File: src/rtl/fp_alu_sequencer.sv
// ============================================================================
// Module   : fp_alu_sequencer
// Purpose  : Sequences single commands into an external combinational FP ALU.
//            A command is accepted in IDLE, its operands are registered onto
//            the ALU inputs, the ALU is given SETTLE_CYCLES edges to settle,
//            and the result is captured and offered on a valid/ready response
//            port together with NaN / infinity / invalid-opcode flags.
// Ports    : clk, rst            - clock, synchronous active-high reset
//            cmd_valid/cmd_ready - command handshake
//            cmd_a, cmd_b        - IEEE-754 single operands
//            cmd_opcode          - 00 add, 01 mul, 10 div, 11 invalid
//            alu_a/alu_b/alu_opcode - registered drive to the external ALU
//            alu_result          - result returned by the external ALU
//            rsp_valid/rsp_ready - response handshake
//            rsp_result, rsp_opcode, rsp_invalid, rsp_nan, rsp_inf
//                                - captured response and its flags
//            op_count            - completed response handshakes (wraps)
// Revision : 1.0 - initial release
// ============================================================================
`default_nettype none

module fp_alu_sequencer #(
    // Settle time of the external ALU in clock edges; legal range 1..15.
    parameter int SETTLE_CYCLES = 2
) (
    input  logic        clk,
    input  logic        rst,
    input  logic        cmd_valid,
    output logic        cmd_ready,
    input  logic [31:0] cmd_a,
    input  logic [31:0] cmd_b,
    input  logic [1:0]  cmd_opcode,
    output logic [31:0] alu_a,
    output logic [31:0] alu_b,
    output logic [1:0]  alu_opcode,
    input  logic [31:0] alu_result,
    output logic        rsp_valid,
    input  logic        rsp_ready,
    output logic [31:0] rsp_result,
    output logic [1:0]  rsp_opcode,
    output logic        rsp_invalid,
    output logic        rsp_nan,
    output logic        rsp_inf,
    output logic [15:0] op_count
);

    localparam logic [1:0] OP_INVALID = 2'b11;
    localparam logic [3:0] SETTLE_LD  = 4'(SETTLE_CYCLES);

    typedef enum logic [1:0] {
        IDLE = 2'd0,
        WAIT = 2'd1,
        RESP = 2'd2
    } state_t;

    state_t      state_q,       state_d;
    logic [3:0]  cnt_q,         cnt_d;
    logic [31:0] alu_a_q,       alu_a_d;
    logic [31:0] alu_b_q,       alu_b_d;
    logic [1:0]  alu_op_q,      alu_op_d;
    logic [31:0] rsp_result_q,  rsp_result_d;
    logic [1:0]  rsp_op_q,      rsp_op_d;
    logic        rsp_invalid_q, rsp_invalid_d;
    logic        rsp_nan_q,     rsp_nan_d;
    logic        rsp_inf_q,     rsp_inf_d;
    logic [15:0] op_count_q,    op_count_d;

    // Value that would be captured this cycle: an invalid opcode forces zero
    // regardless of what the ALU drives.
    logic        w_capt_inv;
    logic [31:0] w_capt_result;
    logic        w_capt_exp_ones;
    logic        w_capt_man_zero;

    always_comb begin
        w_capt_inv      = (alu_op_q == OP_INVALID);
        w_capt_result   = w_capt_inv ? 32'h0000_0000 : alu_result;
        w_capt_exp_ones = (w_capt_result[30:23] == 8'hFF);
        w_capt_man_zero = (w_capt_result[22:0] == 23'd0);
    end

    always_comb begin
        state_d       = state_q;
        cnt_d         = cnt_q;
        alu_a_d       = alu_a_q;
        alu_b_d       = alu_b_q;
        alu_op_d      = alu_op_q;
        rsp_result_d  = rsp_result_q;
        rsp_op_d      = rsp_op_q;
        rsp_invalid_d = rsp_invalid_q;
        rsp_nan_d     = rsp_nan_q;
        rsp_inf_d     = rsp_inf_q;
        op_count_d    = op_count_q;

        case (state_q)
            IDLE: begin
                if (cmd_valid) begin
                    alu_a_d  = cmd_a;
                    alu_b_d  = cmd_b;
                    alu_op_d = cmd_opcode;
                    cnt_d    = SETTLE_LD;
                    state_d  = WAIT;
                end
            end
            WAIT: begin
                // A counter of 0 cannot occur for a legal parameter; it is
                // treated like 1 so the FSM can never stall in WAIT.
                if (cnt_q > 4'd1) begin
                    cnt_d = cnt_q - 4'd1;
                end else begin
                    cnt_d         = 4'd0;
                    rsp_result_d  = w_capt_result;
                    rsp_op_d      = alu_op_q;
                    rsp_invalid_d = w_capt_inv;
                    rsp_nan_d     = w_capt_exp_ones && !w_capt_man_zero;
                    rsp_inf_d     = w_capt_exp_ones &&  w_capt_man_zero;
                    state_d       = RESP;
                end
            end
            RESP: begin
                if (rsp_ready) begin
                    op_count_d = op_count_q + 16'd1;
                    state_d    = IDLE;
                end
            end
            default: begin
                state_d = IDLE;
            end
        endcase
    end

    always_ff @(posedge clk) begin
        if (rst) begin
            state_q       <= IDLE;
            cnt_q         <= 4'd0;
            alu_a_q       <= 32'd0;
            alu_b_q       <= 32'd0;
            alu_op_q      <= 2'd0;
            rsp_result_q  <= 32'd0;
            rsp_op_q      <= 2'd0;
            rsp_invalid_q <= 1'b0;
            rsp_nan_q     <= 1'b0;
            rsp_inf_q     <= 1'b0;
            op_count_q    <= 16'd0;
        end else begin
            state_q       <= state_d;
            cnt_q         <= cnt_d;
            alu_a_q       <= alu_a_d;
            alu_b_q       <= alu_b_d;
            alu_op_q      <= alu_op_d;
            rsp_result_q  <= rsp_result_d;
            rsp_op_q      <= rsp_op_d;
            rsp_invalid_q <= rsp_invalid_d;
            rsp_nan_q     <= rsp_nan_d;
            rsp_inf_q     <= rsp_inf_d;
            op_count_q    <= op_count_d;
        end
    end

    assign cmd_ready   = (state_q == IDLE);
    assign rsp_valid   = (state_q == RESP);
    assign alu_a       = alu_a_q;
    assign alu_b       = alu_b_q;
    assign alu_opcode  = alu_op_q;
    assign rsp_result  = rsp_result_q;
    assign rsp_opcode  = rsp_op_q;
    assign rsp_invalid = rsp_invalid_q;
    assign rsp_nan     = rsp_nan_q;
    assign rsp_inf     = rsp_inf_q;
    assign op_count    = op_count_q;

endmodule

`default_nettype wire

File: config.mk
export PLATFORM = sky130hd
export DESIGN_NAME = fp_alu_sequencer
export DESIGN_NICKNAME = d
export VERILOG_FILES = /design/src/rtl/fp_alu_sequencer.sv
export SDC_FILE = /design/constraint.sdc
export NUM_CORES = 1
export LEC_CHECK = 0
export BUFFER_PORTS_ARGS = -buffer_cell sky130_fd_sc_hd__buf_2
export CAP_MARGIN = 20
export CORE_UTILIZATION = 42
export CTS_CLUSTER_SIZE = 12
export DETAILED_ROUTE_END_ITERATION = 6
export PLACE_DENSITY = 0.76
export SYNTH_ARGS = -nofsm -noshare
export SYNTH_HDL_FRONTEND = slang
export SYNTH_SLANG_ARGS = --single-unit
File: constraint.sdc
create_clock -name clk -period 2 [get_ports clk]
set_input_delay 0.4 -clock clk [delete_from_list [all_inputs] [get_ports clk]]
set_output_delay 0.4 -clock clk [all_outputs]
set_load 0.02 [all_outputs]
# Word-level counts from Yosys, hierarchy flattened
# Index checks and enable logic that the tools add are counted.
classes:
  addsub: 2
  order_cmp: 1
  n_eq_ne: 7
  mux: 8
  n_bitwise: 1
  n_reduce_logical: 11
op_table:
  columns: ["operator", "n"]
  rows:
  - ["$mux W32", 1]
  - ["$logic_not A23 Y1", 1]
  - ["$add A16 B1 Y16 const B", 1]
  - ["$eq A8 B8 Y1 const B", 1]
  - ["$mux W4", 2]
  - ["$pmux W4 S2", 1]
  - ["$reduce_and A2 Y1", 4]
  - ["$mux W2", 3]
  - ["$pmux W2 S3", 1]
  - ["$eq A2 B2 Y1 const B", 2]
  - ["$gt A4 B1 Y1 const B", 1]
  - ["$ne A2 B2 Y1 const B", 2]
  - ["$sub A4 B1 Y4 const B", 1]
  - ["$reduce_and A3 Y1", 1]
  - ["$eq A2 B1 Y1 const B", 1]
  - ["$logic_and A1 B1 Y1", 2]
  - ["$logic_not A2 Y1", 1]
  - ["$ne A2 B1 Y1 const B", 1]
  - ["$reduce_bool A2 Y1", 1]
  - ["$logic_not A1 Y1", 1]
  - ["$not A1 Y1", 1]
totals:
  reg_bits: 125
  input_bits: 102
  elab_cells: 41

# Longest topological paths before layout
# Gate-level depths: netlist of the first run.
depth:
  word_depth: 5
  depth_mapped: 8
  mapped_depth_nobuf: 6

# Least setup slack after synthesis of the first run
# No wires, ideal clock.
synth_timing:
  kind: "register -> register"
  startpoint: "register cnt_q[0]"
  endpoint: "register rsp_nan_q, in the netlist rsp_nan"
  setup_time_ps: 68
  t_arrival_ps: 1923
  t_required_ps: 1932
  slack_ps: 9
  path_stages_with_launch: 8
  path_buffers: 1
  cell_sequence: "dfxtp_1 -> inv_1 -> ha_1 -> o21bai_4 -> or4b_4 -> buf_6 -> or4_4 -> o2bb2ai_2"
synth_between:
  elab_chain_len: 3
synth_rtl:
  columns: ["item", "line", "text"]
  rows:
  - ["from (decl)", "57", "logic [3:0] cnt_q, cnt_d;"]
  - ["from (signal assigned)", "147", "cnt_q <= cnt_d;"]
  - ["$gt A4 B1 Y1", "108", "if (cnt_q > 4'd1) begin"]
  - ["$not A1 Y1 (no source line)", null, null]
  - ["$reduce_and A2 Y1 (no source line)", null, null]
  - ["to (signal assigned)", "154", "rsp_nan_q <= rsp_nan_d;"]
  - ["to (decl)", "64", "logic rsp_nan_q, rsp_nan_d;"]
# Every way passes these cells.
# A chain may end at the register's enable or synchronous reset.

# Final worst setup path of the first run
# Same ends and word-level chain as after synthesis.

==> metrics, run 1 <==
status=finished clean; RD Place Congestion=0.783; drt via density=4.90; Syn Area/Cell=8.05 sq um; endpoints failing setup=0; placement row count=38; Critical path destination=rsp_nan; final antenna-violating net count=0; max_cap viols=0; most common cell after layout, fill and taps aside=buf_2; area grow syn2layout=42.8%; Syn Std Cell Area=4720 sq um; Main synth FF type=dfxtp_1; Setup CP Type=flip-flop to flip-flop; Worst setup SP type=flip-flop; Clock Skews=12.6 ps; core footprint=10900 sq um; Reg2Reg Depth=5; clock root cell=clkbuf_8; Required @ worst endpoint=2440 ps; post-synthesis sequential area ratio=0.530; CP max FO=4; count of cell types in the netlist=35; share of cells above drive strength 1=0.357; # H-tree levels=4; Initial Util=0.433; Final TNS setup=0 ps; count of pins over their slew limit=0; WL/cell=12.9 um; RSZ-0062 raised after global routing=no; crit path cell chain=ha_2, o21bai_4, or4b_4, or4_4, o2bb2ai_2; Clock Latency Late Sink=510 ps; io pins=223; reg-to-reg startpoint=cnt_q[0]; Syn Nets=691; largest net degree at the start of global routing=63; final WL=12300 um; vias in the first global route=4116; GR Overflow Total=0; CTS clk-pin slew, worst paths=60 ps; crit path from=cnt_q[0]; crit path DAT=2350 ps; clock sinks=125; crit-path max cell delay=540 ps; Worst setup EP type=flip-flop; CTS max path bufs=2; fmax=525 MHz; input/output buffers=222; final hold vios=0; fill count=1041; Reg-to-Reg End=rsp_nan; Initial DRC Count=293; die span in x=108 um; Final #Nets=912; Peak VDD IR=0.883 mV; Vias=4707; leakage power=0.00308 uW; period utilisation layout=0.953; worst slew pin tran=429 ps; Pwr Total=7460 uW; most frequent cells in the layout=buf_2, nand2_1, dfxtp_1, a21oi_1, nand3_1; die height=108 um; Tot GR Track Use=0.204; clock buffer count from CTS=17; Cells after Synth=586; initial antenna violation count=0; dpl hpwl=8640 um; Rel. slew slack=0.711; drc violations=0; Seq cells post-synth=125; die area=11700 sq um; EDFF count, synth=0; CTS Hold Bufs=0; fraction of synthesis flops using an asynchronous set or reset pin=0; Antenna diodes=0; crit path time final=1910 ps; TritonCTS clock tree=done; worst min-delay path class=input port to flip-flop; PD cells=1110 nW/um^2; first-pass GRT wire length=18800 um; Synth warnings=0; Worst Hold Slack=128 ps; flop-to-flop setup slack=90 ps; DR pass1 iterations=5; slowest CP cell=or4b_4
[worst min-delay path by stage]
| stage | start | end | slack, ps | cells past startpoint |
|---|---|---|---|---|
| floorplan | cnt_q[0] | cnt_q[0] | 500 | 2 |
| global placement | rsp_result[4] | rsp_result[4] | 440 | 2 |
| detailed placement | rsp_result[23] | rsp_result[23] | 440 | 2 |
| CTS | cmd_b[0] | alu_b[0] | 110 | 3 |
| global route | cmd_b[13] | alu_b[13] | 100 | 3 |
| finish | cmd_b[19] | alu_b[19] | 130 | 3 |
[critical path, delay by kind of cell, from the launching register on]
kind	cells	cell delay [ps]
fa+ha+maj	1	220
flops	1	390
simple gates	2	1060
compound gates	2	180
[repair_timing]
item / CTS / global route
setup buffers: 0 / 0
endpoints found under the setup margin: 0 / 1
resized for setup: 0 / 5
[cell families after synthesis]
| logic type | after synthesis | synth area share |
|---|---|---|
| and+or+nand+nor | 281 | 0.261 |
| xor gates and xnor gates | 9 | 0.0167 |
| AOI/OAI and AO/OA | 117 | 0.133 |
| adders and majority gates | 3 | 0.00795 |
| DFF | 125 | 0.530 |
| buffers and inverters | 46 | 0.0395 |
| muxes | 5 | 0.0117 |
[stage by stage]
step / instance area [sq um] / utilization / instances / setup slack (ps)
final: 6740 / 0.619 / 960 / 94.0
after global routing: 6740 / 0.619 / 960 / 17.1
after CTS: 6720 / 0.618 / 960 / 1.87
after detailed placement: 6040 / 0.554 / 928 / 12.1
after global placement: 6040 / 0.554 / 928 / 71.9
after floorplan: 4720 / - / 586 / 9.06
[area by class of cell]
class                      count  area [sq um]  share of cell area
clock buffer                  20           455              0.0676
clock inverter                12           231              0.0343
inverter                       4          15.0             0.00223
multi-input combinational    415          2060               0.305
sequential                   125          2500               0.371
tap                          140           175              0.0260
timing repair buffer         244          1300               0.193
[per-layer routing]
layer / wire, um / track usage
met1: 5410 / 0.250
met2: 5870 / 0.331
met3: 862 / 0.0597
met4: 207 / 0.0930
met5: 0 / 0
[synthesized netlist by cell type (5+ instances only)]
cell      count  area share
a21oi_1     105        0.11
buf_2         5      0.0053
clkbuf_1     33       0.026
dfxtp_1     125        0.53
nand2_1     179        0.14
nand3_1      38       0.040
nand4_1       5      0.0066
nor2_1       23       0.018
nor2b_1       5      0.0066
nor3_1       10       0.011
nor4_1        8       0.011
xnor2_1       6       0.011
[where the power goes]
part | internal, uW | leakage, uW | switching (uW) | total (uW)
registers | 2680 | 0.00102 | 99.3 | 2770
logic | 449 | 0.00173 | 724 | 1170
clock network | 2390 | 0.000332 | 1120 | 3510
total | 5510 | 0.00308 | 1950 | 7460
[registers in the layout (all words and copies together), names as in the netlist]
register	cells
rsp_opcode	2
rsp_inf	1
alu_b	32
rsp_invalid	1
cnt_q	4
state_q	2
rsp_nan	1
alu_a	32
rsp_result	32
alu_opcode	2
op_count	16
No activity file was read; power rests on OpenSTA's default activity.
==> inputs of run 2 (changes only) <==
Settings changed: GPL_ROUTABILITY_DRIVEN from default to 0, PLACE_DENSITY 0.76 to 0.74.
==> metrics, run 2 (same netlist as run 1, synthesis figures left out) <==
# H-tree levels=4; clock root cell=clkbuf_8; vias in the first global route=4354; Rel. slew slack=0.752; core footprint=10900 sq um; input/output buffers=222; Clock Latency Late Sink=520 ps; Required @ worst endpoint=2450 ps; CTS clk-pin slew, worst paths=60 ps; die area=11700 sq um; die span in x=108 um; PD cells=1070 nW/um^2; DR pass1 iterations=5; crit path DAT=2370 ps; Clock Skews=8.59 ps; Setup Buffers After CTS=0; final hold vios=0; max_cap viols=0; clock buffer count from CTS=17; crit path buf inv count=0; CTS Hold Bufs=0; Worst setup EP type=flip-flop; Pwr Total=7100 uW; share of cells above drive strength 1=0.347; crit-path max cell delay=530 ps; CP max FO=4; status=finished clean; final antenna-violating net count=0; io pins=223; first-pass GRT wire length=19700 um; crit path cell chain=ha_2, o21bai_4, or4b_4, or4_4, o2bb2ai_2; Vias=4768; slowest CP cell=or4b_4; fill count=971; RSZ-0062 raised after global routing=no; period utilisation layout=0.962; crit path time final=1920 ps; drt via density=5.01; die height=108 um; Setup CP Type=flip-flop to flip-flop; Worst path top cell family by delay=simple AND/OR/NAND/NOR gates; placed cells=921; Final TNS setup=0 ps; Worst setup SP type=flip-flop; most common cell after layout, fill and taps aside=buf_2; Final #Nets=905; dpl hpwl=8940 um; most frequent cells in the layout=buf_2, nand2_1, dfxtp_1, a21oi_1, nand3_1; Initial Util=0.433; leakage power=0.00302 uW; placement row count=38; TritonCTS clock tree=done; GR Overflow Total=0; drc violations=0; worst min-delay path class=input port to flip-flop; count of pins over their slew limit=0; fmax=520 MHz; Placed Area=6010 sq um; clock sinks=125; Tot GR Track Use=0.214; WL/cell=13.1 um; final WL=12500 um; worst slew pin tran=369 ps; post-route cell area=6640 sq um; fin cells=952; dpl ws=22.1 ps; CTS max path bufs=2; Antenna diodes=0; largest net degree at the start of global routing=58; Initial DRC Count=201; area grow syn2layout=40.6%; initial antenna violation count=0; Setup WS post-layout=77.0 ps; Peak VDD IR=0.508 mV; endpoints failing setup=0
run 2: cell types whose count changed in the layout (fill, tap and decap cells not counted), moves of 2 or more:
cell	change
inv_6	-2
buf_12	+2
buf_4	-9
clkinv_4	-3
clkinv_2	+3
clkbuf_1	+4
bufinv_16	-2
run 2: worst reg2reg max path, stage by stage (launching register included):
cell and delay, ps:
dfxtp_1 400, ha_2 220, o21bai_4 70, or4b_4 530
or4_4 530, o2bb2ai_2 110
run 2: final cells by class:
| type | count | area, sq um | area share |
|---|---|---|---|
| flip-flops and latches | 125 | 2500 | 0.377 |
| multi-input cells | 415 | 2060 | 0.311 |
| repair buffers | 237 | 1280 | 0.192 |
| clock buffers | 24 | 470 | 0.0709 |
| well taps | 140 | 175 | 0.0264 |
| clock inverters | 7 | 135 | 0.0204 |
| inverters | 4 | 15.0 | 0.00226 |
run 2: final timing paths:
path                        from        endpoint  slack [ps]  cells after the start
setup reg to reg        cnt_q[0]         rsp_nan          80                      5
hold reg to reg   rsp_result[25]  rsp_result[25]         450                      2
hold / removal         cmd_b[10]       alu_b[10]         120                      3
setup / recovery        cnt_q[0]         rsp_nan          80                      5
run 2: stage by stage:
stage / util / hold slack (ps)
CTS: 0.608 / 96.4
detailed placement: 0.552 / 443
floorplan: - / 504
finish: 0.610 / 119
global placement: 0.552 / 435
global route: 0.610 / 98.5
run 2: metal layers:
metal  vias up  global-route usage  share of wire
met1      2175               0.260           0.43
met3        28              0.0591          0.069
met5         -                   0              0
met2       177               0.349           0.48
met4         0              0.0998          0.025
li1       2388                   -              -
run 2: report_power, final:
part / switching [uW] / internal, uW / leakage, uW
clock network: 1040 / 2110 / 0.000299
registers: 108 / 2680 / 0.00102
logic: 723 / 446 / 0.00170
run 2: what timing repair did:
| action | 4_1_cts | 5_1_grt |
|---|---|---|
| resized for setup | 0 | 7 |
| endpoints found under the setup margin | 0 | 3 |
| endpoints found under the hold margin | 0 | 0 |
